## src/rtl/mem_arbiter_if.sv

```systemverilog
// Bundle of the CPU-side request ports and the shared memory bus seen by mem_arbiter.
// The slave modport is the arbiter's view; master is the surrounding CPU/memory view.
interface mem_arbiter_if;
  logic        i_read;
  logic [31:0] i_address;
  logic [31:0] i_readdata;
  logic        i_ack;

  logic        d_read;
  logic        d_write;
  logic [31:0] d_address;
  logic [31:0] d_writedata;
  logic [3:0]  d_byteenable;
  logic [31:0] d_readdata;
  logic        d_ack;

  logic [31:0] m_address;
  logic        m_read;
  logic        m_write;
  logic [31:0] m_writedata;
  logic [3:0]  m_byteenable;
  logic [31:0] m_readdata;
  logic        m_waitrequest;

  logic        stall;
  logic        timeout;

  modport slave (
    input  i_read, i_address, d_read, d_write, d_address, d_writedata, d_byteenable,
           m_readdata, m_waitrequest,
    output i_readdata, i_ack, d_readdata, d_ack, m_address, m_read, m_write,
           m_writedata, m_byteenable, stall, timeout
  );

  modport master (
    output i_read, i_address, d_read, d_write, d_address, d_writedata, d_byteenable,
           m_readdata, m_waitrequest,
    input  i_readdata, i_ack, d_readdata, d_ack, m_address, m_read, m_write,
           m_writedata, m_byteenable, stall, timeout
  );
endinterface

```

## src/rtl/mem_arbiter.sv

```systemverilog
// Arbitrates instruction-fetch and data ports onto one waitrequest-style memory bus,
// one registered transaction at a time, with a watchdog that aborts stuck transfers.
module mem_arbiter #(
  parameter int ROUND_ROBIN = 1,
  parameter int TIMEOUT     = 64
) (
  input  logic          clk,
  input  logic          rst_n,
  mem_arbiter_if.slave  bus
);

  localparam logic [1:0] IDLE  = 2'd0;
  localparam logic [1:0] GNT_I = 2'd1;
  localparam logic [1:0] GNT_D = 2'd2;

  localparam int              CNT_W   = (TIMEOUT > 1) ? $clog2(TIMEOUT + 1) : 1;
  localparam logic [CNT_W-1:0] CNT_MAX = CNT_W'(TIMEOUT);

  logic [1:0]       state;
  logic             last_d;
  logic [CNT_W-1:0] wait_cnt;

  logic elig_i;
  logic elig_d;
  logic pick_i;
  logic pick_d;
  logic done;
  logic abort;

  // A port whose ack is high this cycle is retiring, so it must not be granted again.
  assign elig_i = bus.i_read & ~bus.i_ack;
  assign elig_d = (bus.d_read | bus.d_write) & ~bus.d_ack;
  assign pick_d = elig_d & (~elig_i | (ROUND_ROBIN == 0) | ~last_d);
  assign pick_i = elig_i & ~pick_d;

  assign done  = ~bus.m_waitrequest;
  assign abort = (TIMEOUT != 0) && bus.m_waitrequest && (wait_cnt == CNT_MAX);

  assign bus.stall = elig_i | elig_d;

  always_ff @(posedge clk or negedge rst_n) begin
    if (!rst_n) begin
      state            <= IDLE;
      last_d           <= 1'b0;
      wait_cnt         <= '0;
      bus.m_address    <= '0;
      bus.m_read       <= 1'b0;
      bus.m_write      <= 1'b0;
      bus.m_writedata  <= '0;
      bus.m_byteenable <= '0;
      bus.i_ack        <= 1'b0;
      bus.d_ack        <= 1'b0;
      bus.i_readdata   <= '0;
      bus.d_readdata   <= '0;
      bus.timeout      <= 1'b0;
    end else begin
      bus.i_ack <= 1'b0;
      bus.d_ack <= 1'b0;
      case (state)
        IDLE: begin
          if (pick_d) begin
            state            <= GNT_D;
            bus.m_address    <= bus.d_address;
            bus.m_writedata  <= bus.d_writedata;
            bus.m_byteenable <= bus.d_byteenable;
            bus.m_read       <= bus.d_read;
            bus.m_write      <= bus.d_write;
            wait_cnt         <= '0;
          end else if (pick_i) begin
            state            <= GNT_I;
            bus.m_address    <= bus.i_address;
            bus.m_writedata  <= '0;
            bus.m_byteenable <= 4'hF;
            bus.m_read       <= 1'b1;
            bus.m_write      <= 1'b0;
            wait_cnt         <= '0;
          end
        end
        GNT_I, GNT_D: begin
          if (done || abort) begin
            // An aborted read returns zero rather than whatever is on m_readdata.
            state       <= IDLE;
            last_d      <= (state == GNT_D);
            bus.m_read  <= 1'b0;
            bus.m_write <= 1'b0;
            if (abort) bus.timeout <= 1'b1;
            if (state == GNT_I) begin
              bus.i_ack <= 1'b1;
              if (bus.m_read) bus.i_readdata <= abort ? 32'h0 : bus.m_readdata;
            end else begin
              bus.d_ack <= 1'b1;
              if (bus.m_read) bus.d_readdata <= abort ? 32'h0 : bus.m_readdata;
            end
          end else begin
            wait_cnt <= wait_cnt + CNT_W'(1);
          end
        end
        default: state <= IDLE;
      endcase
    end
  end

endmodule

```

## src/flat_wrapper.sv

```systemverilog
// flat-port wrapper written by rule: the top's interface ports become plain ports
module mem_arbiter_flat 
#(
  parameter int ROUND_ROBIN = 1,
  parameter int TIMEOUT     = 64
)
  (clk, rst_n, bus_i_read, bus_i_address, bus_d_read, bus_d_write, bus_d_address, bus_d_writedata, bus_d_byteenable, bus_m_readdata, bus_m_waitrequest, bus_i_readdata, bus_i_ack, bus_d_readdata, bus_d_ack, bus_m_address, bus_m_read, bus_m_write, bus_m_writedata, bus_m_byteenable, bus_stall, bus_timeout);
  mem_arbiter_if bus_i ();
  input  logic clk;
  input  logic rst_n;
  input wire logic [$bits(bus_i.i_read)-1:0] bus_i_read;
  input wire logic [$bits(bus_i.i_address)-1:0] bus_i_address;
  input wire logic [$bits(bus_i.d_read)-1:0] bus_d_read;
  input wire logic [$bits(bus_i.d_write)-1:0] bus_d_write;
  input wire logic [$bits(bus_i.d_address)-1:0] bus_d_address;
  input wire logic [$bits(bus_i.d_writedata)-1:0] bus_d_writedata;
  input wire logic [$bits(bus_i.d_byteenable)-1:0] bus_d_byteenable;
  input wire logic [$bits(bus_i.m_readdata)-1:0] bus_m_readdata;
  input wire logic [$bits(bus_i.m_waitrequest)-1:0] bus_m_waitrequest;
  output wire logic [$bits(bus_i.i_readdata)-1:0] bus_i_readdata;
  output wire logic [$bits(bus_i.i_ack)-1:0] bus_i_ack;
  output wire logic [$bits(bus_i.d_readdata)-1:0] bus_d_readdata;
  output wire logic [$bits(bus_i.d_ack)-1:0] bus_d_ack;
  output wire logic [$bits(bus_i.m_address)-1:0] bus_m_address;
  output wire logic [$bits(bus_i.m_read)-1:0] bus_m_read;
  output wire logic [$bits(bus_i.m_write)-1:0] bus_m_write;
  output wire logic [$bits(bus_i.m_writedata)-1:0] bus_m_writedata;
  output wire logic [$bits(bus_i.m_byteenable)-1:0] bus_m_byteenable;
  output wire logic [$bits(bus_i.stall)-1:0] bus_stall;
  output wire logic [$bits(bus_i.timeout)-1:0] bus_timeout;
  assign bus_i.i_read = bus_i_read;
  assign bus_i.i_address = bus_i_address;
  assign bus_i.d_read = bus_d_read;
  assign bus_i.d_write = bus_d_write;
  assign bus_i.d_address = bus_d_address;
  assign bus_i.d_writedata = bus_d_writedata;
  assign bus_i.d_byteenable = bus_d_byteenable;
  assign bus_i.m_readdata = bus_m_readdata;
  assign bus_i.m_waitrequest = bus_m_waitrequest;
  assign bus_i_readdata = bus_i.i_readdata;
  assign bus_i_ack = bus_i.i_ack;
  assign bus_d_readdata = bus_i.d_readdata;
  assign bus_d_ack = bus_i.d_ack;
  assign bus_m_address = bus_i.m_address;
  assign bus_m_read = bus_i.m_read;
  assign bus_m_write = bus_i.m_write;
  assign bus_m_writedata = bus_i.m_writedata;
  assign bus_m_byteenable = bus_i.m_byteenable;
  assign bus_stall = bus_i.stall;
  assign bus_timeout = bus_i.timeout;
  mem_arbiter #(.ROUND_ROBIN(ROUND_ROBIN), .TIMEOUT(TIMEOUT)) u_core (.clk(clk), .rst_n(rst_n), .bus(bus_i));
endmodule
```

## config.mk

```make
export PLATFORM = sky130hd
export DESIGN_NAME = mem_arbiter_flat
export DESIGN_NICKNAME = d
export VERILOG_FILES = /design/src/rtl/mem_arbiter_if.sv /design/src/rtl/mem_arbiter.sv /design/src/flat_wrapper.sv
export SDC_FILE = /design/constraint.sdc
export NUM_CORES = 1
export LEC_CHECK = 0
export BUFFER_PORTS_ARGS = -buffer_cell sky130_fd_sc_hd__buf_2
export CAP_MARGIN = 20
export CORE_MARGIN = 2
export CORE_UTILIZATION = 43
export DETAILED_ROUTE_END_ITERATION = 10
export PLACE_DENSITY_LB_ADDON = 0.08
export SLEW_MARGIN = 10
export SYNTH_ARGS = -nofsm -noshare
export SYNTH_HDL_FRONTEND = slang
export SYNTH_SLANG_ARGS = --single-unit
```

## constraint.sdc

```tcl
create_clock -name clk -period 1.7 [get_ports clk]
set_input_delay 0.34 -clock clk [delete_from_list [all_inputs] [get_ports clk]]
set_output_delay 0.34 -clock clk [all_outputs]
set_load 0.005 [all_outputs]
```

# Word level (Yosys, flattened, before mapping)
# Cells that the tools add are included.
# classes
bitwise_logic	14
n_addsub	1
reduce_logical	14
eq_ne	6
muxes	28
# op_table
cell	n
32-bit two-way mux	5
7-bit two-way mux	3
7-bit case mux with 2 select lines	1
1-bit two-way mux	11
3-bit AND reduction	3
4-bit two-way mux	2
4-bit AND reduction	2
7-bit by 1-bit adder with 7-bit output (second input constant)	1
7-bit == test (second input constant)	1
1-bit NOT	7
2-bit two-way mux	3
2-bit AND reduction	3
1-bit AND	4
1-bit case mux with 2 select lines	2
2-bit case mux with 2 select lines	1
2-bit nonzero test	2
3-bit by 1-bit != test with 1-bit output (second input constant)	1
1-bit bitwise OR	3
2-bit by 1-bit == test with 1-bit output (second input constant)	1
2-bit == test (second input constant)	1
2-bit zero test	1
2-bit by 1-bit != test with 1-bit output (second input constant)	1
2-bit != test (second input constant)	1
2-bit OR reduction	1
other kinds (2)	2
# totals
ff_bits	147
input_bits	138
elab_cells	76

# Depth between registers and ports, before layout
# Gate-level depths: netlist of run 1.
# depth
depth_word	10
depth_mapped	8
ltp_nobuf	6

# Least setup slack after synthesis of run 1
# Ideal clock, no wire load.
# synth_timing
path_kind	reg-to-reg
start	register u_core.state[0]
end	register u_core.last_d
stages_incl_launch_ff	7
t_arrival_ns	1.711
setup_slack_ns	-0.135
synth_period_minus_slack_ns	1.835
path_cell_list	dfrtp_1 -> inv_1 -> ha_1 -> clkbuf_2 -> nand2b_1 -> o32ai_4 -> mux2_2
# synth_via
elab_chain_cells	3
word_cells_on_any_way	4
classes_between	eq/ne (2); reduce/logical (2)
# synth_lines
element	line	source
from (decl)	mem_arbiter.sv:19	logic [1:0] state;
from (signal assigned)	mem_arbiter.sv:43	state <= IDLE;
from (signal assigned)	mem_arbiter.sv:62	state <= GNT_D;
from (signal assigned)	mem_arbiter.sv:70	state <= GNT_I;
2-bit by 1-bit == test with 1-bit output or 2-bit == test (tied branches)	mem_arbiter.sv:59, mem_arbiter.sv:83	
2-bit OR reduction	mem_arbiter.sv:59	case (state)
2-bit AND reduction (no line)	--	
to (signal assigned)	mem_arbiter.sv:83	last_d <= (state == GNT_D);
to (decl)	mem_arbiter.sv:20	logic last_d;
# Several ways; a longest one is shown, not always the timed one.
# A chain may end at the register's enable or synchronous reset.

# Worst setup path in the final report of run 1
# layout_timing
start	register u_core.wait_cnt[0]
end	register u_core.bus.i_readdata[29]
# layout_via
elab_chain_cells	4
word_cells_on_any_way	5
classes_between	eq/ne (1); mux (1); reduce/logical (3)
# layout_lines
element	line	source
from (decl)	mem_arbiter.sv:21	logic [CNT_W-1:0] wait_cnt;
from (signal assigned)	mem_arbiter.sv:95	wait_cnt <= wait_cnt + CNT_W'(1);
7-bit == test (*)	mem_arbiter.sv:37	assign abort = (TIMEOUT != 0) && bus.m_waitrequest && (wait_cnt == CNT_MAX);
1-bit logical AND (*)	mem_arbiter.sv:37	
1-bit logical OR	mem_arbiter.sv:80	if (done || abort) begin
4-bit AND reduction (no line)	--	
to (signal assigned)	mem_arbiter.sv:89	if (bus.m_read) bus.i_readdata <= abort ? 32'h0 : bus.m_readdata;
to (decl)	mem_arbiter_if.sv:31	output i_readdata, i_ack, d_readdata, d_ack, m_address, m_read, m_write,
# Every way passes the cells marked *; elsewhere a longest branch is shown, timed or not.

==> results of run 1 <==
[critical path: stages, from the launching register on]
cell	delay [ns]
dfrtp_1	0.37
inv_1	0.06
ha_2	0.19
nand4bb_4	0.17
o31ai_4	0.26
nand3_2	0.16
buf_12	0.19
a22o_1	0.19
[kinds of logic (layout without fill, tap and decap cells)]
family	after synthesis	after routing
flip-flops	147	147
multiplexers	33	33
other	0	1
AND/OR/NAND/NOR	136	136
buffers and inverters	41	342
adder cells (fa/ha/maj)	8	8
AO/OA/AOI/OAI	164	164
[power by group]
part | switching [mW] | internal, mW
Combinational | 3.10 | 3.04
Clock | 1.50 | 2.36
Sequential | 0.877 | 5.06
Total | 5.48 | 10.5
[placed cells by master (no fill, tap or decap), types with 2 or more instances in the layout]
master / n
mux2i_1: 32
clkinv_4: 4
ha_1: 6
buf_12: 11
o21ai_1: 11
buf_2: 274
buf_6: 3
bufinv_16: 3
nand2_1: 108
nand3_2: 2
nand3_1: 6
o21ai_0: 68
clkinv_2: 2
nor3_1: 3
nand2b_4: 2
clkinvlp_4: 2
nor2_1: 5
inv_1: 3
nand2b_1: 2
dfrtp_1: 147
inv_2: 2
nand3b_1: 2
o211ai_1: 4
clkbuf_16: 17
a31o_2: 2
buf_4: 16
inv_6: 3
a22o_1: 66
[flip-flops by register name, indices dropped and copies added, names as in the netlist]
register                 count
u_core.bus.d_ack             1
u_core.bus.d_readdata       32
u_core.bus.i_ack             1
u_core.bus.i_readdata       32
u_core.bus.m_address        32
u_core.bus.m_byteenable      4
u_core.bus.m_read            1
u_core.bus.m_write           1
u_core.bus.m_writedata      32
u_core.bus.timeout           1
u_core.last_d                1
u_core.state                 2
u_core.wait_cnt              7
[layout make-up]
type | count | area (sq um)
fill | 1186 | 5300
sequential | 147 | 3680
multi-input combinational | 341 | 2280
timing repair buffer | 305 | 1760
clock buffer | 18 | 439
tap | 180 | 225
clock inverter | 14 | 176
inverter | 5 | 18.8
antenna | 1 | 2.50
[per-stage QoR]
| step | instances | hold WS, ns | utilization [%] | cell area (sq um) |
|---|---|---|---|---|
| after floorplan | 529 | 0.0444 | - | 6160 |
| after global placement | 975 | 0.244 | 56.9 | 7890 |
| after detailed placement | 975 | 0.249 | 56.9 | 7890 |
| after CTS | 1009 | 0.140 | 61.5 | 8540 |
| after global routing | 1011 | 0.144 | 61.8 | 8580 |
| final | 1011 | 0.154 | 61.8 | 8580 |
[timing repair]
action,CTS,global route
cloned,0,0
endpoints found under the hold margin,27,0
setup endpoints to repair,45,75
hold buffers,1,0
pin swaps,2,1
gates resized for setup,1,6
setup buffers,1,1
[worst max path at each step]
stage                                           end  slack, ns  depth (start not counted)
after floorplan                       u_core.last_d      -0.04                          6
after global placement     u_core.bus.m_address[28]      0.008                          6
after detailed placement  u_core.bus.i_readdata[17]      -0.02                          7
after CTS                 u_core.bus.i_readdata[19]      -0.01                          7
after global routing       u_core.bus.i_readdata[7]      -0.11                          7
final                     u_core.bus.i_readdata[29]      -0.01                          7
[layer usage]
| metal | up-vias | part of all wire, % | GRT usage [%] |
|---|---|---|---|
| li1 | 2459 | - | - |
| met1 | 2465 | 41 | 27.8 |
| met2 | 236 | 50 | 38.2 |
| met3 | 20 | 7.3 | 6.09 |
| met4 | 0 | 1.9 | 8.45 |
| met5 | - | 0 | 0 |
==> summary.md, run 1 <==
| Metric | Value |
|---|---|
| Outcome | `complete, but fails checks` |
| Violated checks | `setup timing` |
| Min-Delay Path Class | `primary input to register` |
| Core footprint | `13,900 sq um` |
| Top cell type's share of synthesized area | `60.0%` |
| R2R depth | `7` |
| Final setup viols | `20` |
| Crit. End Element | `register` |
| Core Rows | `43` |
| CP startpoint kind | `register` |
| #FFs+latches synth | `147` |
| Power per Cell Area | `1860 nW/um^2` |
| Period utilization | `101%` |
| Die X | `123 um` |
| First-pass GRT wire length | `~26,000 um` |
| Hold path start | `bus_d_writedata[6]` |
| I/O pins | `276` |
| CTS tree | `yes` |
| Post-Synth XOR/XNOR Area | `0%` |
| Vias in the first global route | `5,086` |
| Max Clk Rate | `583 MHz` |
| Largest net degree at the start of global routing | `a little over 60` |
| Top area cells in the synthesized netlist | `dfrtp_1 (60%), a22o_1 (9.4%), nand2_1 (6.6%)` |
| Clk root buf | `clkbuf_16` |
| Slew headroom | `about three fifths` |
| Skew-Pair Late Insertion Delay | `between 0.4 and 0.5 ns` |
| Fin Setup TNS | `-0.108 ns` |
| Worst R2R End | `u_core.bus.i_readdata[29]` |
| Sequential fraction of the synthesis area | `around three fifths` |
| Max cap viols | `0` |
| GRT Total Usage | `~23%` |
| Synth Area in Adders | `roughly 1.6%` |
| Share of cells above drive strength 1 | `43.4%` |
| Post-synthesis compound-gate area fraction | `19.4%` |
| CP Data Arrival Time | `2.02 ns` |
| Hpwl dp | `12,800 um` |
| Worst Skew | `0.00715 ns` |
| Synth Warn # | `0` |
| Worst-case clock buffer depth | `2` |
| Ys async rst share | `100%` |
| Final WS setup | `-0.0143 ns` |
| Req. time, crit path | `2.00 ns` |
| Largest family of logic cells by synthesized area | `compound AO/OA/AOI/OAI gates` |
| Area grow syn2layout | `39.9%` |
| Pwr Total | `between 15 and 20 mW` |
| RSZ-0062 raised after global routing | `yes` |
| Antenna violations before repair | `1` |
| Most common cell in the netlist | `dfrtp_1` |
| Starting Density | `between 40% and 50%` |
| DR vias | `5,180` |
| Synth Area in Simple Gates | `approximately a tenth` |
| DRC | `0` |
| Mux cell area share after synthesis | `5.41%` |
| Die Ht | `123 um` |
| WHS Endpoint | `u_core.bus.m_writedata[6]` |
| IR drop worst, VDD | `0.734 mV` |
| Clock transition at path regs | `roughly 0.060 ns` |
| Die ar. | `15,200 sq um` |
| Tmin final | `1.71 ns` |
| Mean Syn Cell Area | `11.6 sq um` |
| Synth area leader | `dfrtp_1` |
| Mapped Area | `6130 sq um` |
| Nets | `963` |
| Leakage power | `approximately 4.5 nW` |
| CTS buffer count | `17` |
| Commonest cells post-synth | `dfrtp_1 (147), nand2_1 (108), o21ai_0 (68)` |
| Hold Path Depth | `3` |
| Worst slew pin tran | `0.573 ns` |
| Reg2reg setup slack | `-0.01 ns` |
| Buffers on Ports | `between 200 and 300` |
| Initial DRC count | `265` |
| EDFF count, synth | `0` |
| R2r startpoint | `u_core.wait_cnt[0]` |
| Via density | `5.12` |
| Worst slack at placement | `-0.0232 ns` |
| Crit Path Category | `register to register` |
| Gpl congestion | `0.828` |
| CTS H-tree depth | `4` |
| Post-Synthesis Cells | `approximately 530` |
| Final hold vios | `0` |
| Routed length per placed instance | `approximately 17 um` |
| First drt pass iteration count | `5` |
| Post-route ant nets | `0` |
| Final slew viol count | `0` |
| Syn_nets | `675` |
| Final WL | `between 15,000 and 20,000 um` |
| Post-synthesis cell type count | `38` |
| CTS Sinks | `147` |
| Critical Path Fanout Max | `23` |
| Top FF cell, synth | `dfrtp_1` |
| Critical path origin | `u_core.wait_cnt[0]` |
| Remaining Overflow, GRT | `0` |
Note: power is estimated with default switching activity, not from simulation.
==> run 2: changes to the inputs <==
ABC_AREA = 1   (was unset)
CORE_UTILIZATION = 44   (was 43)
==> summary.md, run 2 <==
| Metric | Value |
|---|---|
| Clk root buf | `clkbuf_16` |
| CTS Sinks | `147` |
| Period utilization | `92.9%` |
| Synth area leader | `dfrtp_1` |
| Crit. End Element | `register` |
| Most frequent cells in the layout | `nand2_1 (365), buf_2 (274), dfrtp_1 (146), nand4_1 (66), o21ai_1 (60)` |
| EDFF count, synth | `0` |
| GRT Total Usage | `24.3%` |
| Worst path top cell family by delay | `simple AND/OR/NAND/NOR gates` |
| Final WL | `a little under 20,000 um` |
| Top area cells in the synthesized netlist | `dfrtp_1 (55%), nand2_1 (20%), nand4_1 (6.1%)` |
| Setup bufs post-CTS | `0` |
| DR vias | `6,459` |
| Die X | `128 um` |
| #FFs+latches synth | `147` |
| CTS H-tree depth | `4` |
| Remaining Overflow, GRT | `0` |
| Ys async rst share | `100%` |
| Min-Delay Path Class | `primary input to register` |
| Starting Density | `between 40% and 50%` |
| Die ar. | `around 16,000 sq um` |
| CP peak stage delay | `0.37 ns` |
| Req. time, crit path | `1.99 ns` |
| Pwr Total | `16.4 mW` |
| IR drop worst, VDD | `between 1 and 1.5 mV` |
| Largest net degree at the start of global routing | `65` |
| CTS buffer count | `17` |
| Multi-input logic area | `2660 sq um` |
| Power per Cell Area | `1820 nW/um^2` |
| Worst-case clock buffer depth | `2` |
| Via density | `about 5.0` |
| Area grow syn2layout | `34.1%` |
| Top cell type's share of synthesized area | `about 55%` |
| I/O pins | `between 200 and 300` |
| CTS tree | `yes` |
| Share of cells above drive strength 1 | `31.8%` |
| Syn_nets | `960` |
| Nets | `1,229` |
| Synth Warn # | `0` |
| Leakage power | `5.14 nW` |
| R2R depth | `10` |
| Mapped Area | `roughly 6700 sq um` |
| Cell Chain, Critical Path | `inv_1 -> ha_1 -> nand2_1 -> inv_1 -> nand3_2 -> nand2_4 -> nand2_8 -> clkbuf_16 -> o21ai_1 -> nand2_1` |
| Post-synthesis cell type count | `22` |
| Buffers on Ports | `275` |
| Post-Synthesis Cells | `814` |
| Max Clk Rate | `633 MHz` |
| Critical Path Fanout Max | `17` |
| CP startpoint kind | `register` |
| Commonest cells post-synth | `nand2_1 (366), dfrtp_1 (147), nand4_1 (66)` |
| Final slew viol count | `0` |
| Final hold vios | `0` |
| First drt pass iteration count | `5` |
| Skew-Pair Late Insertion Delay | `0.41 ns` |
| Core footprint | `15,100 sq um` |
| Hpwl dp | `14,000 um` |
| Max cap viols | `0` |
| DRC | `0` |
| CP Data Arrival Time | `approximately 1.9 ns` |
| Commonest non-fill, non-tap cell in the layout | `nand2_1` |
| Initial DRC count | `slightly below 400` |
| Post-route ant nets | `0` |
| Fin Setup TNS | `0 ns` |
| Register Area | `around 3700 sq um` |
| Routed length per placed instance | `15.4 um` |
| Top FF cell, synth | `dfrtp_1` |
| Antenna violations before repair | `2` |
| Worst Skew | `around 0.0046 ns` |
| Final setup viols | `0` |
| WP depth | `10` |
| Fin cells | `~1,300` |
| RSZ-0062 raised after global routing | `yes` |
| Sequential fraction of the synthesis area | `54.7%` |
| First-pass GRT wire length | `31,200 um` |
| Mean Syn Cell Area | `around 8.3 sq um` |
| Core Rows | `45` |
| Worst slew pin tran | `0.368 ns` |
| Most common cell in the netlist | `nand2_1` |
| Outcome | `complete, no violations` |
| Gpl congestion | `0.829` |
| Die Ht | `128 um` |
| Buf/Inv on CP | `3` |
| Hold Path Depth | `3` |
| Slew headroom | `75.5%` |
| Fill cells | `1,439` |
| Clock transition at path regs | `0.06 ns` |
| Tmin final | `between 1.5 and 2 ns` |
| Worst path slowest cell | `dfrtp_1` |
| Vias in the first global route | `6,046` |
| Placed Cells incl. Taps | `1,250` |
| Crit Path Category | `register to register` |
run 2: changes by cell type after synthesis, sizes merged, moves of 3 or more:
cell	before	now
a22o	66	0
buf	19	34
clkbuf	17	21
inv	5	24
mux2i	32	0
nand2	108	370
nand2b	4	0
nand3	8	46
nand4	0	66
nor2	7	26
nor3	3	0
o211ai	4	0
o21ai	79	66
run 2: logic make-up (layout without fill, tap and decap cells):
kind of cell    count (synthesis)  count (layout)  synth area share [%]
simple gates                  508             508                  32.0
flops                         147             147                  54.7
fa+ha+maj                       8               8                  1.49
compound gates                 72              72                  5.58
buf+inv                        79             361                  6.18
other cells                     0               2                     0
run 2: area by class of cell:
| cell class | instances | share of cell area (%) |
|---|---|---|
| flip-flops and latches | 147 | 40.8 |
| well taps | 188 | 2.61 |
| diodes | 2 | 0.0555 |
| repair buffers | 305 | 19.3 |
| inverters | 24 | 1.03 |
| clock inverters | 8 | 1.39 |
| clock buffers | 24 | 5.34 |
| multi-input cells | 588 | 29.5 |
run 2: per-stage QoR:
stage	hold WS, ns	setup WS [ns]	util [%]	instance area, sq um
after floorplan	0.0444	0.268	-	6720
after global placement	0.228	0.0703	55.3	8340
after detailed placement	0.230	0.0151	55.3	8340
after CTS	0.104	0.00197	59.4	8960
after global routing	0.114	-0.0157	59.8	9020
final	0.117	0.121	59.8	9020
run 2: final timing paths:
kind / slack, ns / to / start
min reg2reg: 0.47 / u_core.bus.i_readdata[14] / u_core.bus.i_readdata[14]
min: 0.12 / u_core.bus.m_writedata[6] / bus_d_writedata[6]
max: 0.12 / u_core.bus.d_readdata[10] / u_core.wait_cnt[0]
max reg2reg: 0.12 / u_core.bus.d_readdata[10] / u_core.wait_cnt[0]
min in group asynchronous: 0.36 / u_core.bus.m_address[12] / rst_n
max in group asynchronous: 0.71 / u_core.bus.m_read / rst_n
run 2: power by group:
part / switching, mW / internal [mW]
Sequential: 0.773 / 5.01
Combinational: 4.18 / 2.62
Clock: 1.40 / 2.43
run 2: worst min-delay path, stage by stage:
cell     delay (ns)
buf_2          0.07
nand2_1        0.04
nand2_1        0.04
run 2: timing repair:
item                                    CTS  global route
gates resized for setup                   0             8
endpoints found under the setup margin    0            70
endpoints found under the hold margin    25             0
hold buffers                              1             0
run 2: layer usage:
layer / global-route usage (%) / part of all wire [%]
met2: 38.5 / 47
met1: 32.8 / 45
met3: 5.74 / 6.0
met5: 0 / 0
met4: 8.79 / 1.9
==> run 3: changes to the inputs <==
RECOVER_POWER = 100   (was unset)
==> summary.md, run 3 (synthesis results as in run 2) <==
| Metric | Value |
|---|---|
| Final hold vios | `0` |
| First drt pass iteration count | `4` |
| CTS tree | `yes` |
| Gpl congestion | `slightly above 0.8` |
| Pwr Total | `16.2 mW` |
| Most frequent cells in the layout | `nand2_1 (365), buf_2 (174), dfrtp_1 (146), clkbuf_1 (104), nand4_1 (66)` |
| Commonest non-fill, non-tap cell in the layout | `nand2_1` |
| Tmin final | `~1.6 ns` |
| Final setup viols | `0` |
| Critical Path Fanout Max | `17` |
| Min-Delay Path Class | `primary input to register` |
| Fin Setup TNS | `0 ns` |
| DRC | `0` |
| Slew headroom | `51.0%` |
| Antenna violations before repair | `2` |
| Clock transition at path regs | `0.06 ns` |
| Max cap viols | `0` |
| Area grow syn2layout | `31.8%` |
| Critical path origin | `u_core.wait_cnt[0]` |
| Skew-Pair Late Insertion Delay | `0.41 ns` |
| Max Clk Rate | `632 MHz` |
| Leakage power | `4.79 nW` |
| Clk root buf | `clkbuf_16` |
| GRT Total Usage | `24.3%` |
| Fill cells | `1,511` |
| Routed length per placed instance | `15.5 um` |
| Buf/Inv on CP | `3` |
| Multi-input logic area | `about 2700 sq um` |
| First-pass GRT wire length | `31,200 um` |
| Period utilization | `93.1%` |
| Setup bufs post-CTS | `0` |
| Vias in the first global route | `around 6,000` |
| Final slew viol count | `0` |
| Worst path top cell family by delay | `simple AND/OR/NAND/NOR gates` |
| IR drop worst, VDD | `0.997 mV` |
| CP startpoint kind | `register` |
| R2r startpoint | `u_core.wait_cnt[0]` |
| Die X | `128 um` |
| Hold Path Depth | `3` |
| Final core utilization | `58.7%` |
| CP peak stage delay | `roughly 0.37 ns` |
| Buffers on Ports | `around 280` |
| Worst-case clock buffer depth | `2` |
| Hold path start | `bus_d_writedata[6]` |
| Final WL | `19,900 um` |
| Core Rows | `45` |
| Cell Chain, Critical Path | `inv_1 -> ha_1 -> nand2_1 -> inv_1 -> nand3_2 -> nand2_4 -> nand2_8 -> clkbuf_16 -> o21ai_1 -> nand2_1` |
| Post-route ant nets | `0` |
| Req. time, crit path | `1.99 ns` |
| Crit. End Element | `register` |
| Starting Density | `44.6%` |
| Crit Path Category | `register to register` |
| Share of cells above drive strength 1 | `22.6%` |
| Reg2reg setup slack | `0.12 ns` |
| WHS Endpoint | `u_core.bus.m_writedata[6]` |
| Worst path slowest cell | `dfrtp_1` |
| I/O pins | `276` |
| Nets | `1,229` |
| Register Area | `3680 sq um` |
| Worst slew pin tran | `0.736 ns` |
| CTS H-tree depth | `4` |
| Worst R2R End | `u_core.bus.d_readdata[10]` |
| Outcome | `complete, no violations` |
| CTS Sinks | `147` |
| Via density | `5.04` |
| Remaining Overflow, GRT | `0` |
| Initial DRC count | `~390` |
| CTS buffer count | `17` |
| Hpwl dp | `14,000 um` |
| Core footprint | `15,100 sq um` |
| RSZ-0062 raised after global routing | `yes` |
| Largest net degree at the start of global routing | `65` |
| Power per Cell Area | `1820 nW/um^2` |
| DR vias | `6,477` |
| Die Ht | `between 100 and 150 um` |
| Worst Skew | `0.00507 ns` |
| R2R depth | `10` |
| Die ar. | `approximately 16,000 sq um` |
| CP Data Arrival Time | `about 1.9 ns` |
## run 3: cell count changes in the layout (fill, tap and decap cells not counted), sizes merged
cell	change
buf	-101
clkbuf	+101
## run 3: area by class of cell
class / count / share of cell area [%]
Inverter: 24 / 1.04
Multi-Input combinational cell: 588 / 30.0
Timing Repair Buffer: 305 / 17.9
Clock buffer: 24 / 5.43
Sequential cell: 147 / 41.5
Antenna cell: 2 / 0.0565
Clock inverter: 8 / 1.41
Tap cell: 188 / 2.65
## run 3: worst max-delay path by stage
stage	cells after the start	slack (ns)	end
2_1_floorplan	7	0.27	u_core.bus.d_readdata[2]
4_1_cts	6	0.002	u_core.bus.m_address[11]
3_5_place_dp	6	0.02	u_core.state[0]
5_1_grt	10	-0.02	u_core.wait_cnt[5]
6_report	10	0.12	u_core.bus.d_readdata[10]
3_3_place_gp	6	0.07	u_core.state[0]
## run 3: routing by layer
layer / global-route usage [%] / share of wire [%]
met1: 32.8 / 45
met2: 38.5 / 47
met3: 5.74 / 5.7
met4: 8.79 / 1.8
met5: 0 / 0
## run 3: metrics by stage
stage | worst slack [ns] | hold slack (ns) | instances | instance area, sq um
after floorplan | 0.268 | 0.0444 | 814 | 6720
after global placement | 0.0703 | 0.228 | 1250 | 8340
after detailed placement | 0.0151 | 0.230 | 1250 | 8340
after CTS | 0.00197 | 0.104 | 1283 | 8960
after global routing | -0.0157 | 0.114 | 1286 | 8860
final | 0.117 | 0.116 | 1286 | 8860
## run 3: power breakdown
part           internal [mW]  switching, mW
combinational           2.32           4.19
sequential              5.02          0.813
clock                   2.43           1.40
total                   9.76           6.41
## run 3: timing repair
action	CTS	global route
setup endpoints to repair	0	70
hold endpoints to repair	25	0
gates resized for setup	0	8
hold buffers	1	0
## run 3: worst min-delay path, cell delays in order
cell and delay [ns]:
buf_2 0.07, nand2_1 0.04, nand2_1 0.04
